$ cat config.mk
export PLATFORM = sky130hd
export DESIGN_NAME = his_peak_finder_flat
export DESIGN_NICKNAME = d
export VERILOG_FILES = /design/src/rtl/his_peak_finder_pkg.sv /design/src/rtl/his_peak_finder_if.sv /design/src/rtl/his_peak_finder_max_tracker.sv /design/src/rtl/his_peak_finder.sv /design/src/flat_wrapper.sv
export SDC_FILE = /design/constraint.sdc
export NUM_CORES = 1
export LEC_CHECK = 0
export CAP_MARGIN = 15
export CELL_PAD_IN_SITES_DETAIL_PLACEMENT = 2
export CELL_PAD_IN_SITES_GLOBAL_PLACEMENT = 2
export CORE_ASPECT_RATIO = 0.75
export CORE_MARGIN = 5
export CORE_UTILIZATION = 33
export DETAILED_ROUTE_END_ITERATION = 6
export MAX_ROUTING_LAYER = met4
export PLACE_DENSITY_LB_ADDON = 0.1
export SYNTH_ARGS = -nofsm -noshare
export SYNTH_HDL_FRONTEND = slang
export SYNTH_SLANG_ARGS = --single-unit
$ cat constraint.sdc
create_clock -name clk -period 5.9 [get_ports clk]
set_input_delay 1.18 -clock clk [delete_from_list [all_inputs] [get_ports clk]]
set_output_delay 1.18 -clock clk [all_outputs]
set_load 0.1 [all_outputs]
$ cat src/rtl/his_peak_finder_pkg.sv
// Shared constants and FSM encoding for the histogram peak finder.
// Optional neighbour outputs are enabled with the PEAK_NBR_EN macro.
package his_peak_finder_pkg;

  localparam int NB_DEF      = 8;
  localparam int BIN_NUM_DEF = 256;
  localparam int CNT_W_DEF   = 16;
  localparam int PIX_NUM_DEF = 200;
  localparam int PIX_W_DEF   = 8;
  localparam int THRESH_DEF  = 4;

  typedef enum logic [2:0] {
    ST_IDLE  = 3'd0,
    ST_SCAN  = 3'd1,
    ST_DRAIN = 3'd2,
    ST_EMIT  = 3'd3,
    ST_DONE  = 3'd4
  } state_e;

endpackage

$ cat src/rtl/his_peak_finder_if.sv
// Bank-read and peak-record bus of the peak finder; master = finder, slave = builder/consumer side.
// pk_left/pk_right exist only when PEAK_NBR_EN is defined.
interface his_peak_finder_if
  import his_peak_finder_pkg::*;
#(
  parameter int NB    = NB_DEF,
  parameter int CNT_W = CNT_W_DEF,
  parameter int PIX_W = PIX_W_DEF
);
  logic             his_num;
  logic             rd_en;
  logic             rd_bank;
  logic [PIX_W-1:0] rd_pix;
  logic [NB-1:0]    rd_bin;
  logic [CNT_W-1:0] rd_data;
  logic             pk_valid;
  logic             pk_ready;
  logic [PIX_W-1:0] pk_pix;
  logic [NB-1:0]    pk_bin;
  logic [CNT_W-1:0] pk_cnt;
  logic             pk_hit;
  logic             frame_done;
  logic             busy;
  logic             overrun;
`ifdef PEAK_NBR_EN
  logic [CNT_W-1:0] pk_left;
  logic [CNT_W-1:0] pk_right;
`endif

  modport master (
    input  his_num, rd_data, pk_ready,
    output rd_en, rd_bank, rd_pix, rd_bin,
           pk_valid, pk_pix, pk_bin, pk_cnt, pk_hit,
`ifdef PEAK_NBR_EN
           pk_left, pk_right,
`endif
           frame_done, busy, overrun
  );

  modport slave (
    output his_num, rd_data, pk_ready,
    input  rd_en, rd_bank, rd_pix, rd_bin,
           pk_valid, pk_pix, pk_bin, pk_cnt, pk_hit,
`ifdef PEAK_NBR_EN
           pk_left, pk_right,
`endif
           frame_done, busy, overrun
  );

endinterface

$ cat src/rtl/his_peak_finder_max_tracker.sv
// Running argmax over one pixel's bin stream; outputs include the sample presented this cycle.
// With PEAK_NBR_EN it also tracks the counts of the bins either side of the current maximum.
module his_peak_finder_max_tracker #(
  parameter int NB    = 8,
  parameter int CNT_W = 16
) (
  input  logic             clk,
  input  logic             clear_i,
  input  logic             sample_valid_i,
  input  logic [CNT_W-1:0] sample_i,
  input  logic [NB-1:0]    sample_idx_i,
`ifdef PEAK_NBR_EN
  output logic [CNT_W-1:0] left_o,
  output logic [CNT_W-1:0] right_o,
`endif
  output logic [CNT_W-1:0] max_cnt_o,
  output logic [NB-1:0]    max_idx_o
);

  logic [CNT_W-1:0] max_cnt_q, max_cnt_d;
  logic [NB-1:0]    max_idx_q, max_idx_d;
  logic             win;

  // Strict compare so that ties keep the earliest (lowest) bin.
  always_comb begin
    win       = sample_valid_i && (sample_i > max_cnt_q);
    max_cnt_d = max_cnt_q;
    max_idx_d = max_idx_q;
    if (clear_i) begin
      max_cnt_d = '0;
      max_idx_d = '0;
    end else if (win) begin
      max_cnt_d = sample_i;
      max_idx_d = sample_idx_i;
    end
  end

  always_ff @(posedge clk) begin
    max_cnt_q <= max_cnt_d;
    max_idx_q <= max_idx_d;
  end

  assign max_cnt_o = max_cnt_d;
  assign max_idx_o = max_idx_d;

`ifdef PEAK_NBR_EN
  logic [CNT_W-1:0] prev_q, prev_d;
  logic [CNT_W-1:0] left_q, left_d;
  logic [CNT_W-1:0] right_q, right_d;
  logic             cap_q, cap_d;

  // A new maximum takes the previous sample as its left neighbour and arms a one-shot right capture.
  always_comb begin
    prev_d  = prev_q;
    left_d  = left_q;
    right_d = right_q;
    cap_d   = cap_q;
    if (clear_i) begin
      prev_d  = '0;
      left_d  = '0;
      right_d = '0;
      cap_d   = 1'b0;
    end else if (sample_valid_i) begin
      prev_d = sample_i;
      if (win) begin
        left_d  = (sample_idx_i == '0) ? '0 : prev_q;
        right_d = '0;
        cap_d   = 1'b1;
      end else if (cap_q) begin
        right_d = sample_i;
        cap_d   = 1'b0;
      end
    end
  end

  always_ff @(posedge clk) begin
    prev_q  <= prev_d;
    left_q  <= left_d;
    right_q <= right_d;
    cap_q   <= cap_d;
  end

  assign left_o  = left_d;
  assign right_o = right_d;
`endif

endmodule

$ cat src/rtl/his_peak_finder.sv
// Scans each completed histogram bank and emits one argmax record per pixel over valid/ready.
// Define PEAK_NBR_EN to add pk_left/pk_right neighbour counts to each record.
module his_peak_finder
  import his_peak_finder_pkg::*;
#(
  parameter int NB      = NB_DEF,
  parameter int BIN_NUM = BIN_NUM_DEF,
  parameter int CNT_W   = CNT_W_DEF,
  parameter int PIX_NUM = PIX_NUM_DEF,
  parameter int PIX_W   = PIX_W_DEF,
  parameter int THRESH  = THRESH_DEF
) (
  input logic             clk,
  input logic             res,
  his_peak_finder_if.master bus
);

  localparam logic [NB-1:0]    BIN_LAST = NB'(BIN_NUM - 1);
  localparam logic [PIX_W-1:0] PIX_LAST = PIX_W'(PIX_NUM - 1);
  localparam logic [CNT_W-1:0] THRESH_C = CNT_W'(THRESH);

  state_e           state_q;
  logic             primed_q, his_num_q, pend_q, pend_bank_q, overrun_q;
  logic             rd_en_q, rd_bank_q;
  logic [PIX_W-1:0] rd_pix_q;
  logic [NB-1:0]    rd_bin_q;
  logic             vld_p1;
  logic [NB-1:0]    bin_p1;
  logic             pk_valid_q, pk_hit_q, frame_done_q;
  logic [PIX_W-1:0] pk_pix_q;
  logic [NB-1:0]    pk_bin_q;
  logic [CNT_W-1:0] pk_cnt_q;
  logic [CNT_W-1:0] max_cnt;
  logic [NB-1:0]    max_idx;
  logic             flip, start_pend, start_flip, hold_flip, trk_clear;
`ifdef PEAK_NBR_EN
  logic [CNT_W-1:0] pk_left_q, pk_right_q, nbr_left, nbr_right;
`endif

  // A flip starts a scan directly only when nothing else is queued; otherwise it is parked as pending.
  always_comb begin
    flip       = primed_q & (bus.his_num ^ his_num_q);
    start_pend = (state_q == ST_DONE) & pend_q;
    start_flip = flip & ((state_q == ST_IDLE) | ((state_q == ST_DONE) & ~pend_q));
    hold_flip  = flip & ~start_flip;
    trk_clear  = (state_q == ST_SCAN) & (rd_bin_q == '0);
  end

  always_ff @(posedge clk) begin
    if (res) begin
      state_q      <= ST_IDLE;
      primed_q     <= 1'b0;
      his_num_q    <= 1'b0;
      pend_q       <= 1'b0;
      pend_bank_q  <= 1'b0;
      overrun_q    <= 1'b0;
      rd_en_q      <= 1'b0;
      rd_bank_q    <= 1'b0;
      rd_pix_q     <= '0;
      rd_bin_q     <= '0;
      vld_p1       <= 1'b0;
      pk_valid_q   <= 1'b0;
      pk_pix_q     <= '0;
      pk_bin_q     <= '0;
      pk_cnt_q     <= '0;
      pk_hit_q     <= 1'b0;
      frame_done_q <= 1'b0;
`ifdef PEAK_NBR_EN
      pk_left_q    <= '0;
      pk_right_q   <= '0;
`endif
    end else begin
      primed_q     <= 1'b1;
      his_num_q    <= bus.his_num;
      vld_p1       <= rd_en_q;
      frame_done_q <= 1'b0;
      // A pending bank already waiting means the older one is lost, unless DONE is consuming it now.
      if (hold_flip) begin
        pend_q      <= 1'b1;
        pend_bank_q <= his_num_q;
        if (pend_q && !start_pend) overrun_q <= 1'b1;
      end else if (start_pend) begin
        pend_q <= 1'b0;
      end
      case (state_q)
        ST_IDLE: begin
          if (start_flip) begin
            state_q   <= ST_SCAN;
            rd_en_q   <= 1'b1;
            rd_bank_q <= his_num_q;
            rd_pix_q  <= '0;
            rd_bin_q  <= '0;
          end
        end
        ST_SCAN: begin
          if (rd_bin_q == BIN_LAST) begin
            state_q <= ST_DRAIN;
            rd_en_q <= 1'b0;
          end else begin
            rd_bin_q <= rd_bin_q + 1'b1;
          end
        end
        ST_DRAIN: begin
          state_q    <= ST_EMIT;
          pk_valid_q <= 1'b1;
          pk_pix_q   <= rd_pix_q;
          pk_bin_q   <= max_idx;
          pk_cnt_q   <= max_cnt;
          pk_hit_q   <= (max_cnt >= THRESH_C);
`ifdef PEAK_NBR_EN
          pk_left_q  <= nbr_left;
          pk_right_q <= nbr_right;
`endif
        end
        ST_EMIT: begin
          if (bus.pk_ready) begin
            pk_valid_q <= 1'b0;
            if (rd_pix_q == PIX_LAST) begin
              state_q      <= ST_DONE;
              frame_done_q <= 1'b1;
            end else begin
              state_q  <= ST_SCAN;
              rd_en_q  <= 1'b1;
              rd_pix_q <= rd_pix_q + 1'b1;
              rd_bin_q <= '0;
            end
          end
        end
        ST_DONE: begin
          if (start_pend || start_flip) begin
            state_q   <= ST_SCAN;
            rd_en_q   <= 1'b1;
            rd_bank_q <= start_pend ? pend_bank_q : his_num_q;
            rd_pix_q  <= '0;
            rd_bin_q  <= '0;
          end else begin
            state_q <= ST_IDLE;
          end
        end
        default: state_q <= ST_IDLE;
      endcase
    end
  end

  // p1: read data returns one cycle after the address, so the bin index is delayed to match.
  always_ff @(posedge clk) begin
    bin_p1 <= rd_bin_q;
  end

  his_peak_finder_max_tracker #(
    .NB    (NB),
    .CNT_W (CNT_W)
  ) u_max (
    .clk            (clk),
    .clear_i        (trk_clear),
    .sample_valid_i (vld_p1),
    .sample_i       (bus.rd_data),
    .sample_idx_i   (bin_p1),
`ifdef PEAK_NBR_EN
    .left_o         (nbr_left),
    .right_o        (nbr_right),
`endif
    .max_cnt_o      (max_cnt),
    .max_idx_o      (max_idx)
  );

  assign bus.rd_en      = rd_en_q;
  assign bus.rd_bank    = rd_bank_q;
  assign bus.rd_pix     = rd_pix_q;
  assign bus.rd_bin     = rd_bin_q;
  assign bus.pk_valid   = pk_valid_q;
  assign bus.pk_pix     = pk_pix_q;
  assign bus.pk_bin     = pk_bin_q;
  assign bus.pk_cnt     = pk_cnt_q;
  assign bus.pk_hit     = pk_hit_q;
  assign bus.frame_done = frame_done_q;
  assign bus.busy       = (state_q != ST_IDLE);
  assign bus.overrun    = overrun_q;
`ifdef PEAK_NBR_EN
  assign bus.pk_left    = pk_left_q;
  assign bus.pk_right   = pk_right_q;
`endif

endmodule
$ cat src/flat_wrapper.sv
// flat-port wrapper written by rule: the top's interface ports become plain ports
module his_peak_finder_flat import his_peak_finder_pkg::*;
#(
  parameter int NB      = NB_DEF,
  parameter int BIN_NUM = BIN_NUM_DEF,
  parameter int CNT_W   = CNT_W_DEF,
  parameter int PIX_NUM = PIX_NUM_DEF,
  parameter int PIX_W   = PIX_W_DEF,
  parameter int THRESH  = THRESH_DEF
)
  (clk, res, bus_his_num, bus_rd_data, bus_pk_ready, bus_rd_en, bus_rd_bank, bus_rd_pix, bus_rd_bin, bus_pk_valid, bus_pk_pix, bus_pk_bin, bus_pk_cnt, bus_pk_hit, bus_frame_done, bus_busy, bus_overrun);
  his_peak_finder_if #(.NB(NB), .CNT_W(CNT_W), .PIX_W(PIX_W)) bus_i ();
  input logic clk;
  input logic res;
  input wire logic [$bits(bus_i.his_num)-1:0] bus_his_num;
  input wire logic [$bits(bus_i.rd_data)-1:0] bus_rd_data;
  input wire logic [$bits(bus_i.pk_ready)-1:0] bus_pk_ready;
  output wire logic [$bits(bus_i.rd_en)-1:0] bus_rd_en;
  output wire logic [$bits(bus_i.rd_bank)-1:0] bus_rd_bank;
  output wire logic [$bits(bus_i.rd_pix)-1:0] bus_rd_pix;
  output wire logic [$bits(bus_i.rd_bin)-1:0] bus_rd_bin;
  output wire logic [$bits(bus_i.pk_valid)-1:0] bus_pk_valid;
  output wire logic [$bits(bus_i.pk_pix)-1:0] bus_pk_pix;
  output wire logic [$bits(bus_i.pk_bin)-1:0] bus_pk_bin;
  output wire logic [$bits(bus_i.pk_cnt)-1:0] bus_pk_cnt;
  output wire logic [$bits(bus_i.pk_hit)-1:0] bus_pk_hit;
  output wire logic [$bits(bus_i.frame_done)-1:0] bus_frame_done;
  output wire logic [$bits(bus_i.busy)-1:0] bus_busy;
  output wire logic [$bits(bus_i.overrun)-1:0] bus_overrun;
  assign bus_i.his_num = bus_his_num;
  assign bus_i.rd_data = bus_rd_data;
  assign bus_i.pk_ready = bus_pk_ready;
  assign bus_rd_en = bus_i.rd_en;
  assign bus_rd_bank = bus_i.rd_bank;
  assign bus_rd_pix = bus_i.rd_pix;
  assign bus_rd_bin = bus_i.rd_bin;
  assign bus_pk_valid = bus_i.pk_valid;
  assign bus_pk_pix = bus_i.pk_pix;
  assign bus_pk_bin = bus_i.pk_bin;
  assign bus_pk_cnt = bus_i.pk_cnt;
  assign bus_pk_hit = bus_i.pk_hit;
  assign bus_frame_done = bus_i.frame_done;
  assign bus_busy = bus_i.busy;
  assign bus_overrun = bus_i.overrun;
  his_peak_finder #(.NB(NB), .BIN_NUM(BIN_NUM), .CNT_W(CNT_W), .PIX_NUM(PIX_NUM), .PIX_W(PIX_W), .THRESH(THRESH)) u_core (.clk(clk), .res(res), .bus(bus_i));
endmodule
==> impl_results.md <==
* Final slew viol count at 0
* Mapped cell area at 3970 sq um
* Crit. End Element: register
* Sinks on the clock net at 94
* Total gr overflow at 0
* Max IR drop VDD at 0.263 mV
* DP Worst Slack at 1.88 ns
* Full die area at 14,300 sq um
* Top FF cell, synth: dfxtp_1
* Synth area leader: dfxtp_1
* Post-CTS Resized at 0
* PwrDens at 571 nW/um^2
* Status: completed
* Final Util at 44.1%
* Row cnt at 34
* Final hold vios at 0
* Final Power at 2.94 mW
* CTS buffer count at 9
* 1st-pass router iterations at 4
* Post-synthesis async set-or-reset flop share at 0%
* Most frequent cell after synthesis: dfxtp_1
* Crit path DAT at 3.90 ns
* Drt via density at 5.22
* Min-delay src: u_core.bus.rd_bin[6]$_SDFFE_PP0P_
* R2R Path End: u_core.bus.rd_bin[4]$_SDFFE_PP0P_
* Final period utilization at 62.8%
* Initial DRC Count at 180
* Worst-path maximum fanout at 17
* Wire per inst at 18.8 um
* Synth top area share at 47.4%
* Commonest cells in the netlist: 94 x dfxtp_1, 52 x a21oi_1, 48 x nor2_1, 37 x nand2_1, 33 x o21ai_0
* Global-route wire length before repair at 20,500 um
* Layout cells sized above 1 at 5.45%
* Clock Root Buffer: clkbuf_16
* Detail Route Antenna Nets at 0
* Worst R2R Start: u_core.state_q[0]$_SDFFE_PP0P_
* Clk buf depth at 2
* Non-filler cells, final at 676
* Slew headroom at 29.2%
* Fin Setup TNS at 0 ns
* RSZ-0062 raised after global routing: false
* R2r worst-path depth at 6
* Initial antenna violation count at 0
* Largest net degree at the start of global routing at 56
* Final min period at 3.70 ns
* Dpl hpwl at 9150 um
* Tot GR Track Use at 18.6%
* Core ar. at 11,700 sq um
* F_max at 270 MHz
* Largest cells by area after synthesis: dfxtp_1 47%, a21oi_1 6.6%, mux2i_1 6.6%, ha_1 6.0%, nor2_1 4.5%
* Syn Area/Cell at 8.94 sq um
* Crit path kind: in -> reg
* Clk_lat worst skew at 0.35 ns
* NumNets Final at 548
* Hold-fix buffers at CTS at 0
* Final Hold Slack at 0.440 ns
* Die H at 105 um
* Layout Area Growth over Synthesis at 29.9%
* Port-buffer cells at 74
* Starting Density at 33.9%
* Clock skew at 0.0125 ns
* Setup WS post-layout at 2.20 ns
* Fillers at 1,263
* Die W at 137 um
* WHS Path Cells at 0
* Final wirelength at 12,700 um
* Cells after synthesis at 444
* Gpl congestion at 0.774
* Hold path endpoint: u_core.bin_p1[6]$_DFF_P_
* Final Cell Area at 5160 sq um
* IO Pins at 75
* Vias in the first global route at 3,840
* Netlist cell types at 45
* Worst path required time at 6.10 ns
* Clock-pin slew of the registers on the worst-case setup and hold paths at 0.08 ns
* Worst setup SP type: primary input
* Max cap viols at 0
* Yosys warns at 0
* Post-synthesis sequential area ratio at 47.4%
* Yosys reg bits at 94
* Setup bufs post-CTS at 0
* Post-synth EDFFs at 0
* Setup violators final at 0
* Min-Delay Path Class: reg -> reg
* R2R setup slack at 3.11 ns
* Placed inst area at 4830 sq um
* Worst Max-Slew Pin Slew at 1.06 ns
* # H-tree levels at 3
* Vias post-DR at 3,527
* Post-Syn Nets at 483
* Dpl cells at 660
* Leakage at 1.89 nW
* Residual DRC count at 0
* CTS tree: yes
* Ant diodes at 0
==> worst max path at each step <==
stage                    start  depth (start not counted)                            endpoint
3_3_place_gp    bus_rd_data[1]                          9  u_core.bus.pk_cnt[14]$_SDFFE_PP0P_
3_5_place_dp   bus_rd_data[11]                          8  u_core.bus.pk_cnt[15]$_SDFFE_PP0P_
6_report       bus_rd_data[11]                          8   u_core.bus.pk_bin[2]$_SDFFE_PP0P_
2_1_floorplan   bus_rd_data[1]                          8  u_core.bus.pk_cnt[15]$_SDFFE_PP0P_
4_1_cts        bus_rd_data[11]                          8  u_core.bus.pk_cnt[10]$_SDFFE_PP0P_
5_1_grt         bus_rd_data[1]                          9   u_core.bus.pk_bin[2]$_SDFFE_PP0P_
==> metal layers <==
metal	vias to the layer above	routed length [um]	share of wire (%)	track usage, %
li1	1702	-	-	-
met2	54	5780	45	28.9
met5	-	0	0	-
met1	1763	6460	51	25.0
met3	8	392	3.1	4.08
met4	0	84	0.66	3.45
==> power by group <==
| group | switching (mW) | internal [mW] | total, mW |
|---|---|---|---|
| registers | 0.117 | 0.780 | 0.897 |
| logic | 1.05 | 0.359 | 1.41 |
| clock network | 0.265 | 0.376 | 0.641 |
| total | 1.43 | 1.52 | 2.94 |
==> final cells by class <==
| type | instances | area, sq um | area share (%) |
|---|---|---|---|
| Clock buffer | 10 | 229 | 4.44 |
| Clock inverter | 6 | 93.8 | 1.82 |
| Inverter | 22 | 82.6 | 1.60 |
| Multi-Input combinational cell | 305 | 1900 | 36.9 |
| Sequential cell | 94 | 1880 | 36.5 |
| Tap cell | 162 | 203 | 3.93 |
| Timing Repair Buffer | 77 | 763 | 14.8 |
==> cells by family (layout without fill, tap and decap cells) <==
kind of cell	after synthesis	count (layout)	synth area share (%)
mux	26	26	6.56
xor+xnor	8	8	1.76
compound gates	108	108	16.0
simple gates	144	144	17.5
buf+inv	45	115	4.79
fa+ha+maj	19	19	5.99
flops	94	94	47.4
==> critical path: stages <==
cell and delay [ns]:
clkdlybuf4s50_1 0.48, ha_1 0.36, nand4_1 0.17, a2111o_1 0.42
a31oi_4 0.45, buf_4 0.40, mux2i_1 0.29, a21oi_1 0.13
==> state kept, by name, summed over array words and instances, names as in the netlist, 3 cells and up <==
name and count:
u_core.u_max.max_cnt_q 16, u_core.bus.rd_bin 8, u_core.bin_p1 8, u_core.bus.pk_bin 8, u_core.u_max.max_idx_q 8, u_core.state_q 3, u_core.bus.pk_pix 8, u_core.bus.pk_cnt 16
u_core.bus.rd_pix 8
==> cell usage in the layout (no fill, tap or decap), types with 3 or more instances in the layout <==
cell type	netlist	layout
or3_1	6	6
nand4_1	12	12
dfxtp_1	94	94
xor2_1	8	8
clkdlybuf4s50_1	0	74
nor4_1	6	6
inv_1	21	21
or4_1	4	4
buf_4	3	3
o31ai_1	3	3
nand2_1	37	37
o21ai_0	33	33
clkbuf_16	0	9
ha_1	19	19
mux2i_1	26	26
a21oi_1	52	52
nor2_1	48	48
nor3_1	5	4
and3_1	8	8
nand3_1	8	8
a311oi_1	3	3
(Power assumes the default switching activity.)
